### config.mk
export PLATFORM = sky130hd
export DESIGN_NAME = instr_fetch
export DESIGN_NICKNAME = d
export VERILOG_FILES = /design/src/rtl/instr_fetch.sv
export SDC_FILE = /design/constraint.sdc
export NUM_CORES = 1
export LEC_CHECK = 0
export CAP_MARGIN = 10
export CORE_MARGIN = 4
export CORE_UTILIZATION = 42
export DETAILED_ROUTE_END_ITERATION = 10
export PLACE_DENSITY = 0.85
export SLEW_MARGIN = 25
export SYNTH_ARGS = -nofsm -noshare
export SYNTH_HDL_FRONTEND = slang
export SYNTH_SLANG_ARGS = --single-unit
### constraint.sdc
create_clock -name clock -period 1.6 [get_ports clock]
set_input_delay 0.4 -clock clock [delete_from_list [all_inputs] [get_ports clock]]
set_output_delay 0.4 -clock clock [all_outputs]
set_load 0.02 [all_outputs]
### src/rtl/instr_fetch.sv
// Instruction fetch unit: issues one word read per instruction and presents the
// result to decode under a valid/ready handshake. Optional macro: FETCH_REDIRECT_EN.
`timescale 1ns/1ps
module instr_fetch #(
  parameter int unsigned       ADDR_W   = 12,
  parameter logic [ADDR_W-1:0] RESET_PC = '0
) (
  input  logic              clock,
  input  logic              resetn,
  output logic              imem_en,
  output logic [ADDR_W-1:0] imem_addr,
  input  logic [31:0]       imem_rdata,
  output logic [31:0]       instr,
  output logic [4:0]        opcode,
  output logic [ADDR_W-1:0] pc_out,
  output logic              instr_valid,
  input  logic              instr_ready
`ifdef FETCH_REDIRECT_EN
  ,
  input  logic              redirect_valid,
  input  logic [ADDR_W-1:0] redirect_pc
`endif
);

  typedef enum logic [1:0] {
    IDLE,
    ISSUE,
    CAPTURE,
    HOLD
  } state_e;

  state_e            state_q;
  logic [ADDR_W-1:0] pc_q;
  logic [ADDR_W-1:0] pc_out_q;
  logic [31:0]       instr_q;
  logic              valid_q;

  logic              handshake;
  logic              redirect;
  logic [ADDR_W-1:0] redirect_tgt;

  // NOTE: handshake/redirect are continuous assigns, so every bit is always
  // driven and no latch can be inferred for them.
  assign handshake = (state_q == HOLD) && valid_q && instr_ready;

`ifdef FETCH_REDIRECT_EN
  assign redirect     = redirect_valid && (state_q != IDLE);
  assign redirect_tgt = redirect_pc;
`else
  assign redirect     = 1'b0;
  assign redirect_tgt = pc_q;
`endif

  // NOTE: all state here uses non-blocking assignments so every register
  // samples pre-edge values regardless of statement order.
  always_ff @(posedge clock or negedge resetn) begin
    if (!resetn) begin
      state_q  <= IDLE;
      pc_q     <= RESET_PC;
      pc_out_q <= RESET_PC;
      instr_q  <= '0;
      valid_q  <= 1'b0;
    end else if (redirect) begin
      // Going back to ISSUE (not CAPTURE) drops whatever read is in flight.
      state_q <= ISSUE;
      pc_q    <= redirect_tgt;
      valid_q <= 1'b0;
    end else begin
      unique case (state_q)
        IDLE:    state_q <= ISSUE;
        ISSUE:   state_q <= CAPTURE;
        CAPTURE: begin
          instr_q  <= imem_rdata;
          pc_out_q <= pc_q;
          valid_q  <= 1'b1;
          pc_q     <= pc_q + 1'b1;
          state_q  <= HOLD;
        end
        HOLD: begin
          if (handshake) begin
            valid_q <= 1'b0;
            state_q <= CAPTURE;
          end
        end
        default: state_q <= IDLE;
      endcase
    end
  end

  // The read for the next word is launched in the handshake cycle itself,
  // which keeps throughput at one instruction every two cycles.
  assign imem_en     = (state_q == ISSUE) || handshake;
  assign imem_addr   = pc_q;
  assign instr       = instr_q;
  assign opcode      = instr_q[31:27];
  assign pc_out      = pc_out_q;
  assign instr_valid = valid_q;

endmodule

==> results of run 1 <==
-- logic make-up after synthesis --
group           share of synthesized area, %
flops                                   63.7
mux                                     21.4
simple gates                            6.15
buf+inv                                 3.56
xor+xnor                                4.16
compound gates                         0.540
fa+ha+maj                              0.540
-- metrics by stage --
stage	worst slack, ns	area, µm²	total power (µW)	utilization, %	setup TNS [ns]
final	0.0592	3540	5870	67.6	0
after global routing	-0.0105	3540	6240	67.6	-0.0105
after CTS	0.0344	3540	5960	67.6	0
after detailed placement	-0.528	3440	5160	65.7	-0.528
after global placement	-0.520	3440	5090	65.7	-0.520
after floorplan	0.270	2320	3720	-	0
-- worst max-delay path, cell delays in order, from the launching register on --
cell and delay (ns):
dfrtp_1 0.37, buf_4 0.13, dlygate4sd2_1 0.31
-- path summary, 6_finish.rpt --
kind	to	slack, ns	depth (start not counted)
worst max-delay path	instr_valid	0.06	2
max in group asynchronous	instr[19]$_DFFE_PN0P_	1.27	2
min in group clock	state_q[0]$_DFFE_PN0P_	0.49	1
worst max register to register	imem_addr[11]$_DFFE_PN0P_	0.13	4
worst min register to register	state_q[0]$_DFFE_PN0P_	0.49	1
worst min-delay path	imem_addr[4]$_DFFE_PN0P_	0.06	2
-- layout make-up --
type / instances / area share, %
tap: 70 / 2.47
multi-input combinational: 84 / 21.4
timing repair buffer: 111 / 29.1
clock inverter: 2 / 0.283
sequential: 59 / 41.7
inverter: 2 / 0.212
clock buffer: 13 / 4.77
-- layout by cell type, fill, tap and decap left out, types with 2 or more instances in the layout --
| cell type | netlist | layout |
|---|---|---|
| buf_12 | 0 | 3 |
| buf_4 | 5 | 11 |
| clkbuf_8 | 0 | 12 |
| clkdlybuf4s50_1 | 0 | 32 |
| clkinv_2 | 0 | 2 |
| dfrtp_1 | 59 | 59 |
| dlygate4sd2_1 | 0 | 62 |
| inv_1 | 2 | 2 |
| mux2_2 | 44 | 44 |
| nand2_1 | 8 | 8 |
| nand3_1 | 2 | 2 |
| nand4_1 | 3 | 3 |
| nor2_1 | 2 | 2 |
| nor3_1 | 4 | 4 |
| nor4_1 | 2 | 2 |
| xnor2_1 | 3 | 3 |
| xor2_1 | 8 | 8 |
-- registers in the layout, indices dropped and copies added (netlist names) --
signal / cells
imem_addr: 12
instr: 32
instr_valid: 1
pc_out: 12
state_q: 2
-- timing repair --
| item | 4_1_cts | 5_1_grt |
|---|---|---|
| resized for setup | 69 | 1 |
| endpoints found under the setup margin | 63 | 2 |
| cloned | 0 | 0 |
-- where the power goes --
group	switching (µW)	total [µW]	internal, µW
sequential	288	2300	2010
combinational	1280	2370	1090
clock	529	1200	675
total	2100	5870	3770
-- per-layer routing --
metal | global-route usage [%] | vias up | share of wire, %
met5 | 0 | - | 0
met4 | 6.48 | 0 | 0.93
met3 | 6.40 | 5 | 9.8
met2 | 25.7 | 67 | 48
met1 | 19.9 | 803 | 41
li1 | - | 759 | -
==> results.sh, run 1 <==
export IMPL_status="complete, no violations"
export IMPL_ir_drop_v=0.00104
export IMPL_grt_pass1_wl_mm=8.18
export IMPL_cts_root_buffer_cell="clkbuf_8"
export IMPL_yosysTopAreaCellShare_pct=63.7
export IMPL_startpoint="instr_valid$_DFFE_PN0P_"
export IMPL_period_minus_slack_ns=1.54
export IMPL_multiInputGateArea_um2=759
export IMPL_ctsHtreeMaxLevel=3
export IMPL_hold_viol=0
export IMPL_ys_seq_area_share_pct=63.7
export IMPL_yosysMostFrequentCell="dfrtp_1"
export IMPL_numCtsBuffers=9
export IMPL_synthDistinctLibCells=22
export IMPL_drc=0
export IMPL_rows=26
export IMPL_p_leak_uw=0.00173
export IMPL_slew_viol_final=0
export IMPL_holdBufCountCts=0
export IMPL_drtIter0Drc=38
export IMPL_io_buffers=97
export IMPL_drt_wl_total_mm=5.07
export IMPL_worstMarginPinSlew_ns=0.331
export IMPL_instances_no_fill=341
export IMPL_nNetsFinal=303
export IMPL_die_h_um=82.3
export IMPL_synth_edf_count=0
export IMPL_cts_tree="yes"
export IMPL_ys_ff_latch=59
export IMPL_ant_nets=0
export IMPL_synth_common_cells="dfrtp_1 (59), mux2_2 (44), nand2_1 (8), xor2_1 (8), buf_4 (5)"
export IMPL_synth_area_um2=2320
export IMPL_async_flop_share_pct=100
export IMPL_gr_usage_all_layers_pct=16.3
export IMPL_cap_violations=0
export IMPL_area_growth_pct=52.8
export IMPL_cp_required_ns=1.20
export IMPL_layout_drive_gt1_share_pct=28.4
export IMPL_avgSynthCellArea_um2=15.0
export IMPL_diodes=0
export IMPL_fin_skew_ns=0.00691
export IMPL_ys_flop_type="dfrtp_1"
export IMPL_place_congestion=0.792
export IMPL_hp_class="in -> async"
export IMPL_r2r_start="state_q[0]$_DFFE_PN0P_"
export IMPL_first_pass_iters=4
export IMPL_pwr_density_cell_nw_per_um2=1660
export IMPL_place_inst=326
export IMPL_start_util_pct=44.3
export IMPL_core_um2=5240
export IMPL_yosysWarnings=0
export IMPL_path_max_fanout=2
export IMPL_clkTransAtPathRegs_ns=0.06
export IMPL_max_freq_ghz=0.649
export IMPL_syn_inst=155
export IMPL_synthTopCellsByArea="dfrtp_1 (64%), mux2_2 (21%), xor2_1 (3.0%)"
export IMPL_setup_viol=0
export IMPL_end_kind="output port"
export IMPL_fp_dieArea_um2=6770
export IMPL_route_vias_total=1634
export IMPL_cts_setup_buffers=0
export IMPL_wl_per_cell_um=14.9
export IMPL_grt_ovfl_total=0
export IMPL_grt_pass1_vias=1749
export IMPL_ios=98
export IMPL_dp_final_hpwl_mm=3.64
export IMPL_die_w_um=82.3
export IMPL_antenna_found_initial=0
export IMPL_post_route_period_util_pct=96.3
export IMPL_nFillCells=410
export IMPL_cts_sinks=59
export IMPL_synth_area_leader_cell="dfrtp_1"
export IMPL_clk_latency_ns=0.32
export IMPL_rsz0062_at_grt="yes"
export IMPL_slew_headroom_pct=77.7
export IMPL_timing_hold_ws_ns=0.0596
export IMPL_ff_latch_area_um2=1480
export IMPL_startpoint_type="register"
export IMPL_syn_num_nets=191
export IMPL_viasPerCell=4.79
export IMPL_grt_max_degree=60
export IMPL_clk_path_buf_depth=2
export IMPL_crit_type="reg -> out"
export IMPL_arrival_ns=1.14
No activity file was read; power rests on OpenSTA's default activity.
==> run 2, diff against run 1 <==
--- a/config.mk
+++ b/config.mk
@@ -7,9 +7,9 @@
 export LEC_CHECK = 0
 export CAP_MARGIN = 10
 export CORE_MARGIN = 4
-export CORE_UTILIZATION = 42
+export CORE_UTILIZATION = 38
 export DETAILED_ROUTE_END_ITERATION = 10
-export PLACE_DENSITY = 0.85
+export PLACE_DENSITY = 0.82
 export SLEW_MARGIN = 25
 export SYNTH_ARGS = -nofsm -noshare
 export SYNTH_HDL_FRONTEND = slang
==> constraint.sdc (replaced) <==
create_clock -name clock -period 1.35 [get_ports clock]
set_input_delay 0.3375 -clock clock [delete_from_list [all_inputs] [get_ports clock]]
set_output_delay 0.3375 -clock clock [all_outputs]
set_load 0.02 [all_outputs]
==> results.sh, run 2 (synthesis results as in run 1) <==
export IMPL_first_pass_iters=6
export IMPL_timing_hold_ws_ns=0.0146
export IMPL_fin_skew_ns=0.0100
export IMPL_grt_max_degree=60
export IMPL_clk_path_buf_depth=2
export IMPL_io_buffers=97
export IMPL_fp_dieArea_um2=7410
export IMPL_grt_pass1_wl_mm=9.34
export IMPL_pwr_share_clk_pct=24.3
export IMPL_die_w_um=86.1
export IMPL_cts_sinks=59
export IMPL_cts_tree="yes"
export IMPL_ctsHtreeMaxLevel=3
export IMPL_grt_pass1_vias=1861
export IMPL_p_comb_share_pct=41.6
export IMPL_fin_ws_ns=-0.0950
export IMPL_slew_viol_final=0
export IMPL_rsz0062_at_grt="yes"
export IMPL_cts_root_buffer_cell="clkbuf_8"
export IMPL_hp_class="in -> async"
export IMPL_pwr_density_cell_nw_per_um2=2010
export IMPL_path_max_fanout=6
export IMPL_ios=98
export IMPL_slew_headroom_pct=76.2
export IMPL_cap_violations=0
export IMPL_status="complete, but fails checks"
export IMPL_max_freq_ghz=0.692
export IMPL_numCtsBuffers=9
export IMPL_start_util_pct=39.2
export IMPL_grt_ovfl_total=0
export IMPL_ir_drop_v=0.00138
export IMPL_hold_viol=0
export IMPL_dp_final_hpwl_mm=3.82
export IMPL_core_um2=5920
export IMPL_clk_latency_ns=0.32
export IMPL_cp_cell_sequence="buf_6 -> nor2b_4 -> buf_6 -> clkbuf_16 -> mux2_4"
export IMPL_p_leak_uw=0.00196
export IMPL_p_seq_share_pct=34.1
export IMPL_nFillCells=425
export IMPL_gr_usage_all_layers_pct=16.4
export IMPL_rows=28
export IMPL_p_total_uw=8130
export IMPL_wl_per_cell_um=17.0
export IMPL_clkTransAtPathRegs_ns=0.07
export IMPL_area_growth_pct=74.4
export IMPL_place_inst=340
export IMPL_multiInputGateArea_um2=986
export IMPL_violations="negative setup slack"
export IMPL_end_kind="register"
export IMPL_cp_common_cell="buf_6"
export IMPL_setup_viol=47
export IMPL_startpoint_type="register"
export IMPL_place_congestion=0.757
export IMPL_cp_required_ns=1.55
export IMPL_diodes=0
export IMPL_switchingPower_uw=2760
export IMPL_drt_wl_total_mm=6.35
export IMPL_ant_nets=0
export IMPL_crit_type="reg -> reg"
export IMPL_largest_reg_flops=32
export IMPL_final_common_cell="dfrtp_1"
export IMPL_drc=0
export IMPL_ff_latch_area_um2=1480
export IMPL_viasPerCell=4.67
export IMPL_swShare_pct=33.9
export IMPL_die_h_um=86.1
export IMPL_final_cell_mix="dfrtp_1 (57), mux2_4 (44), clkdlybuf4s50_1 (32), buf_2 (26), buf_4 (25)"
export IMPL_period_minus_slack_ns=1.45
export IMPL_route_vias_total=1746
export IMPL_worstMarginPinSlew_ns=0.357
export IMPL_cp_slowest_stage_delay_ns=0.41
export IMPL_instances_no_fill=374
export IMPL_post_route_period_util_pct=107
export IMPL_drtIter0Drc=54
export IMPL_nNetsFinal=330
export IMPL_antenna_found_initial=0
export IMPL_layout_drive_gt1_share_pct=59.5
export IMPL_crit_slowest_cell="dfrtp_1"
export IMPL_arrival_ns=1.64
export IMPL_p_int_uw=5370
==> run 2: path summary, 6_finish.rpt <==
path | start | cells past startpoint | to | slack (ns)
hold / removal | resetn | 2 | instr[2]$_DFFE_PN0P_ | 0.01
max in group asynchronous | resetn | 2 | imem_addr[0]$_DFFE_PN0P_ | 1.07
min in group clock | instr_ready | 3 | instr_valid$_DFFE_PN0P_ | 0.47
setup reg to reg | state_q[0]$_DFFE_PN0P_ | 5 | pc_out[9]$_DFFE_PN0P_ | -0.1
hold reg to reg | instr[5]$_DFFE_PN0P_ | 1 | instr[5]$_DFFE_PN0P_ | 0.51
setup / recovery | state_q[0]$_DFFE_PN0P_ | 5 | pc_out[9]$_DFFE_PN0P_ | -0.1
==> run 2: critical path: cells and delay by family, from the launching register on <==
family / cells / cell delay (ns)
and+or+nand+nor: 1 / 0.15
DFF: 1 / 0.41
muxes: 1 / 0.30
buffers and inverters: 3 / 0.46
==> run 2: metrics by stage <==
step	setup TNS [ns]	utilization, %	instance area, µm²	setup slack (ns)
after global routing	-4.23	68.3	4040	-0.138
after CTS	-2.52	67.4	3990	-0.129
after floorplan	0	-	2320	0.0196
final	-2.49	68.3	4040	-0.0950
after detailed placement	-1.99	59.3	3510	-0.693
after global placement	-1.22	59.3	3510	-0.644
==> run 2: final cells by class <==
| cell class | count | area share [%] |
|---|---|---|
| inverter | 2 | 0.186 |
| timing repair buffer | 138 | 30.3 |
| clock buffer | 10 | 3.40 |
| clock inverter | 6 | 2.79 |
| tap | 75 | 2.32 |
| multi-input combinational | 84 | 24.4 |
| sequential | 59 | 36.6 |
==> run 2: power by group through the flow <==
stage                     combinational, µW  sequential, µW  clock, µW
final                                  3380            2770       1970
after global routing                   3580            2870       2090
after CTS                              3270            2750       2020
after detailed placement               3420            2770          0
after global placement                 3360            2730          0
after floorplan                         860            3540          0
==> run 2: routing by layer <==
| layer | vias up | share of wire (%) | global-route usage (%) | wire length (µm) |
|---|---|---|---|---|
| li1 | 810 | - | - | - |
| met1 | 874 | 42 | 19.5 | 2680 |
| met2 | 53 | 51 | 27.5 | 3220 |
| met3 | 9 | 5.5 | 4.80 | 347 |
| met4 | 0 | 1.7 | 7.05 | 105 |
| met5 | - | 0 | 0 | 0 |
==> run 2: what timing repair did <==
action | in CTS | in global routing
endpoints found under the setup margin | 112 | 95
gates resized for setup | 195 | 93
cloned | 2 | 4
hold buffers | 0 | 0
pin swaps | 10 | 9
buffers inserted | 8 | 5
==> run 3, diff against run 2 <==
--- a/config.mk
+++ b/config.mk
@@ -10,6 +10,7 @@
 export CORE_UTILIZATION = 38
 export DETAILED_ROUTE_END_ITERATION = 10
 export PLACE_DENSITY = 0.82
+export REMOVE_ABC_BUFFERS = 1
 export SLEW_MARGIN = 25
 export SYNTH_ARGS = -nofsm -noshare
 export SYNTH_HDL_FRONTEND = slang
==> results.sh, run 3 (synthesis results as in run 1) <==
export IMPL_status="complete, but fails checks"
export IMPL_violations="negative setup slack"
export IMPL_nNetsFinal=326
export IMPL_post_route_period_util_pct=108
export IMPL_final_common_cell="dfrtp_1"
export IMPL_viasPerCell=4.68
export IMPL_rows=28
export IMPL_dp_final_hpwl_mm=3.79
export IMPL_gr_usage_all_layers_pct=16.2
export IMPL_final_cell_mix="dfrtp_1 (59), mux2_2 (36), clkdlybuf4s50_1 (32), buf_2 (32), buf_4 (25)"
export IMPL_numCtsBuffers=9
export IMPL_cts_sinks=59
export IMPL_grt_pass1_wl_mm=9.16
export IMPL_first_pass_iters=4
export IMPL_grt_pass1_vias=1852
export IMPL_multiInputGateArea_um2=837
export IMPL_largest_reg_flops=32
export IMPL_clkTransAtPathRegs_ns=0.07
export IMPL_path_max_fanout=7
export IMPL_die_h_um=86.1
export IMPL_area_growth_pct=65.7
export IMPL_fin_ws_ns=-0.110
export IMPL_core_um2=5920
export IMPL_layout_drive_gt1_share_pct=57.6
export IMPL_fin_skew_ns=0.00833
export IMPL_startpoint_type="register"
export IMPL_place_congestion=0.785
export IMPL_slew_headroom_pct=75.3
export IMPL_hold_viol=0
export IMPL_cap_violations=0
export IMPL_arrival_ns=1.67
export IMPL_grt_ovfl_total=0
export IMPL_instances_no_fill=370
export IMPL_diodes=0
export IMPL_cts_root_buffer_cell="clkbuf_8"
export IMPL_setup_viol=48
export IMPL_clk_path_buf_depth=2
export IMPL_p_leak_uw=0.00185
export IMPL_ir_drop_v=0.00143
export IMPL_start_util_pct=39.2
export IMPL_route_vias_total=1731
export IMPL_ff_latch_area_um2=1480
export IMPL_ios=98
export IMPL_cts_tree="yes"
export IMPL_wl_per_cell_um=15.8
export IMPL_holdBufCountCts=0
export IMPL_slew_viol_final=0
export IMPL_io_buffers=97
export IMPL_max_freq_ghz=0.685
export IMPL_drt_wl_total_mm=5.83
export IMPL_ctsHtreeMaxLevel=3
export IMPL_rsz0062_at_grt="yes"
export IMPL_hp_class="in -> async"
export IMPL_crit_type="reg -> reg"
export IMPL_fp_dieArea_um2=7410
export IMPL_cp_required_ns=1.56
export IMPL_rr_worst_depth=5
export IMPL_nFillCells=496
export IMPL_end_kind="register"
export IMPL_dp_slack_ns=-0.676
export IMPL_clk_latency_ns=0.33
export IMPL_drc=0
export IMPL_die_w_um=86.1
export IMPL_place_inst=343
export IMPL_period_minus_slack_ns=1.46
export IMPL_antenna_found_initial=0
export IMPL_grt_max_degree=60
export IMPL_worstMarginPinSlew_ns=0.370
export IMPL_ant_nets=0
export IMPL_pwr_density_cell_nw_per_um2=2010
export IMPL_drtIter0Drc=31
## run 3: through the flow
step                TNS (ns)  hold slack, ns  total power (µW)  utilization [%]  area, µm²
global route           -5.92          0.0162              8170             64.9       3840
global placement       -4.10           0.370              6130             59.9       3550
detailed placement     -4.67           0.368              6230             59.9       3550
CTS                    -3.60         0.00880              7950             66.5       3940
floorplan             -17.10          0.0419              4280                -       2240
finish                 -3.20         0.00879              7700             64.9       3840
## run 3: worst paths after layout
kind / from / endpoint / slack, ns
setup / recovery: state_q[0]$_DFFE_PN0P_ / instr[20]$_DFFE_PN0P_ / -0.11
hold / removal: resetn / pc_out[5]$_DFFE_PN0P_ / 0.009
setup reg to reg: state_q[0]$_DFFE_PN0P_ / instr[20]$_DFFE_PN0P_ / -0.11
hold reg to reg: instr[5]$_DFFE_PN0P_ / instr[5]$_DFFE_PN0P_ / 0.50
max in group asynchronous: resetn / pc_out[0]$_DFFE_PN0P_ / 1.07
min in group clock: instr_ready / instr_valid$_DFFE_PN0P_ / 0.47
## run 3: worst max-delay path, cell delays in order, from the launching register on
cell	delay, ns
dfrtp_1	0.40
buf_4	0.15
nor2b_4	0.15
buf_12	0.15
clkbuf_16	0.15
mux2_2	0.33
## run 3: repair_timing
item	in CTS	in global routing
gates resized for setup	199	52
endpoints found under the setup margin	109	91
pin swaps	2	10
buffers inserted	4	4
cloned	2	1
## run 3: power by group
part	switching [µW]	internal, µW	leakage, µW
Combinational	1660	1530	0.00101
Sequential	332	2380	0.000726
Clock	671	1130	0.000119
## run 3: layout make-up
cell class | instances | share of cell area, %
flip-flops and latches | 59 | 38.4
repair buffers | 134 | 31.2
multi-input cells | 84 | 21.8
clock buffers | 11 | 3.94
well taps | 75 | 2.44
clock inverters | 5 | 1.95
inverters | 2 | 0.195
## run 3: routing by layer
layer,GRT usage [%],vias to the layer above,wire (µm)
li1,-,809,-
met1,18.5,844,2250
met2,26.5,66,2970
met3,6.44,12,497
met4,7.34,0,112
met5,0,-,0
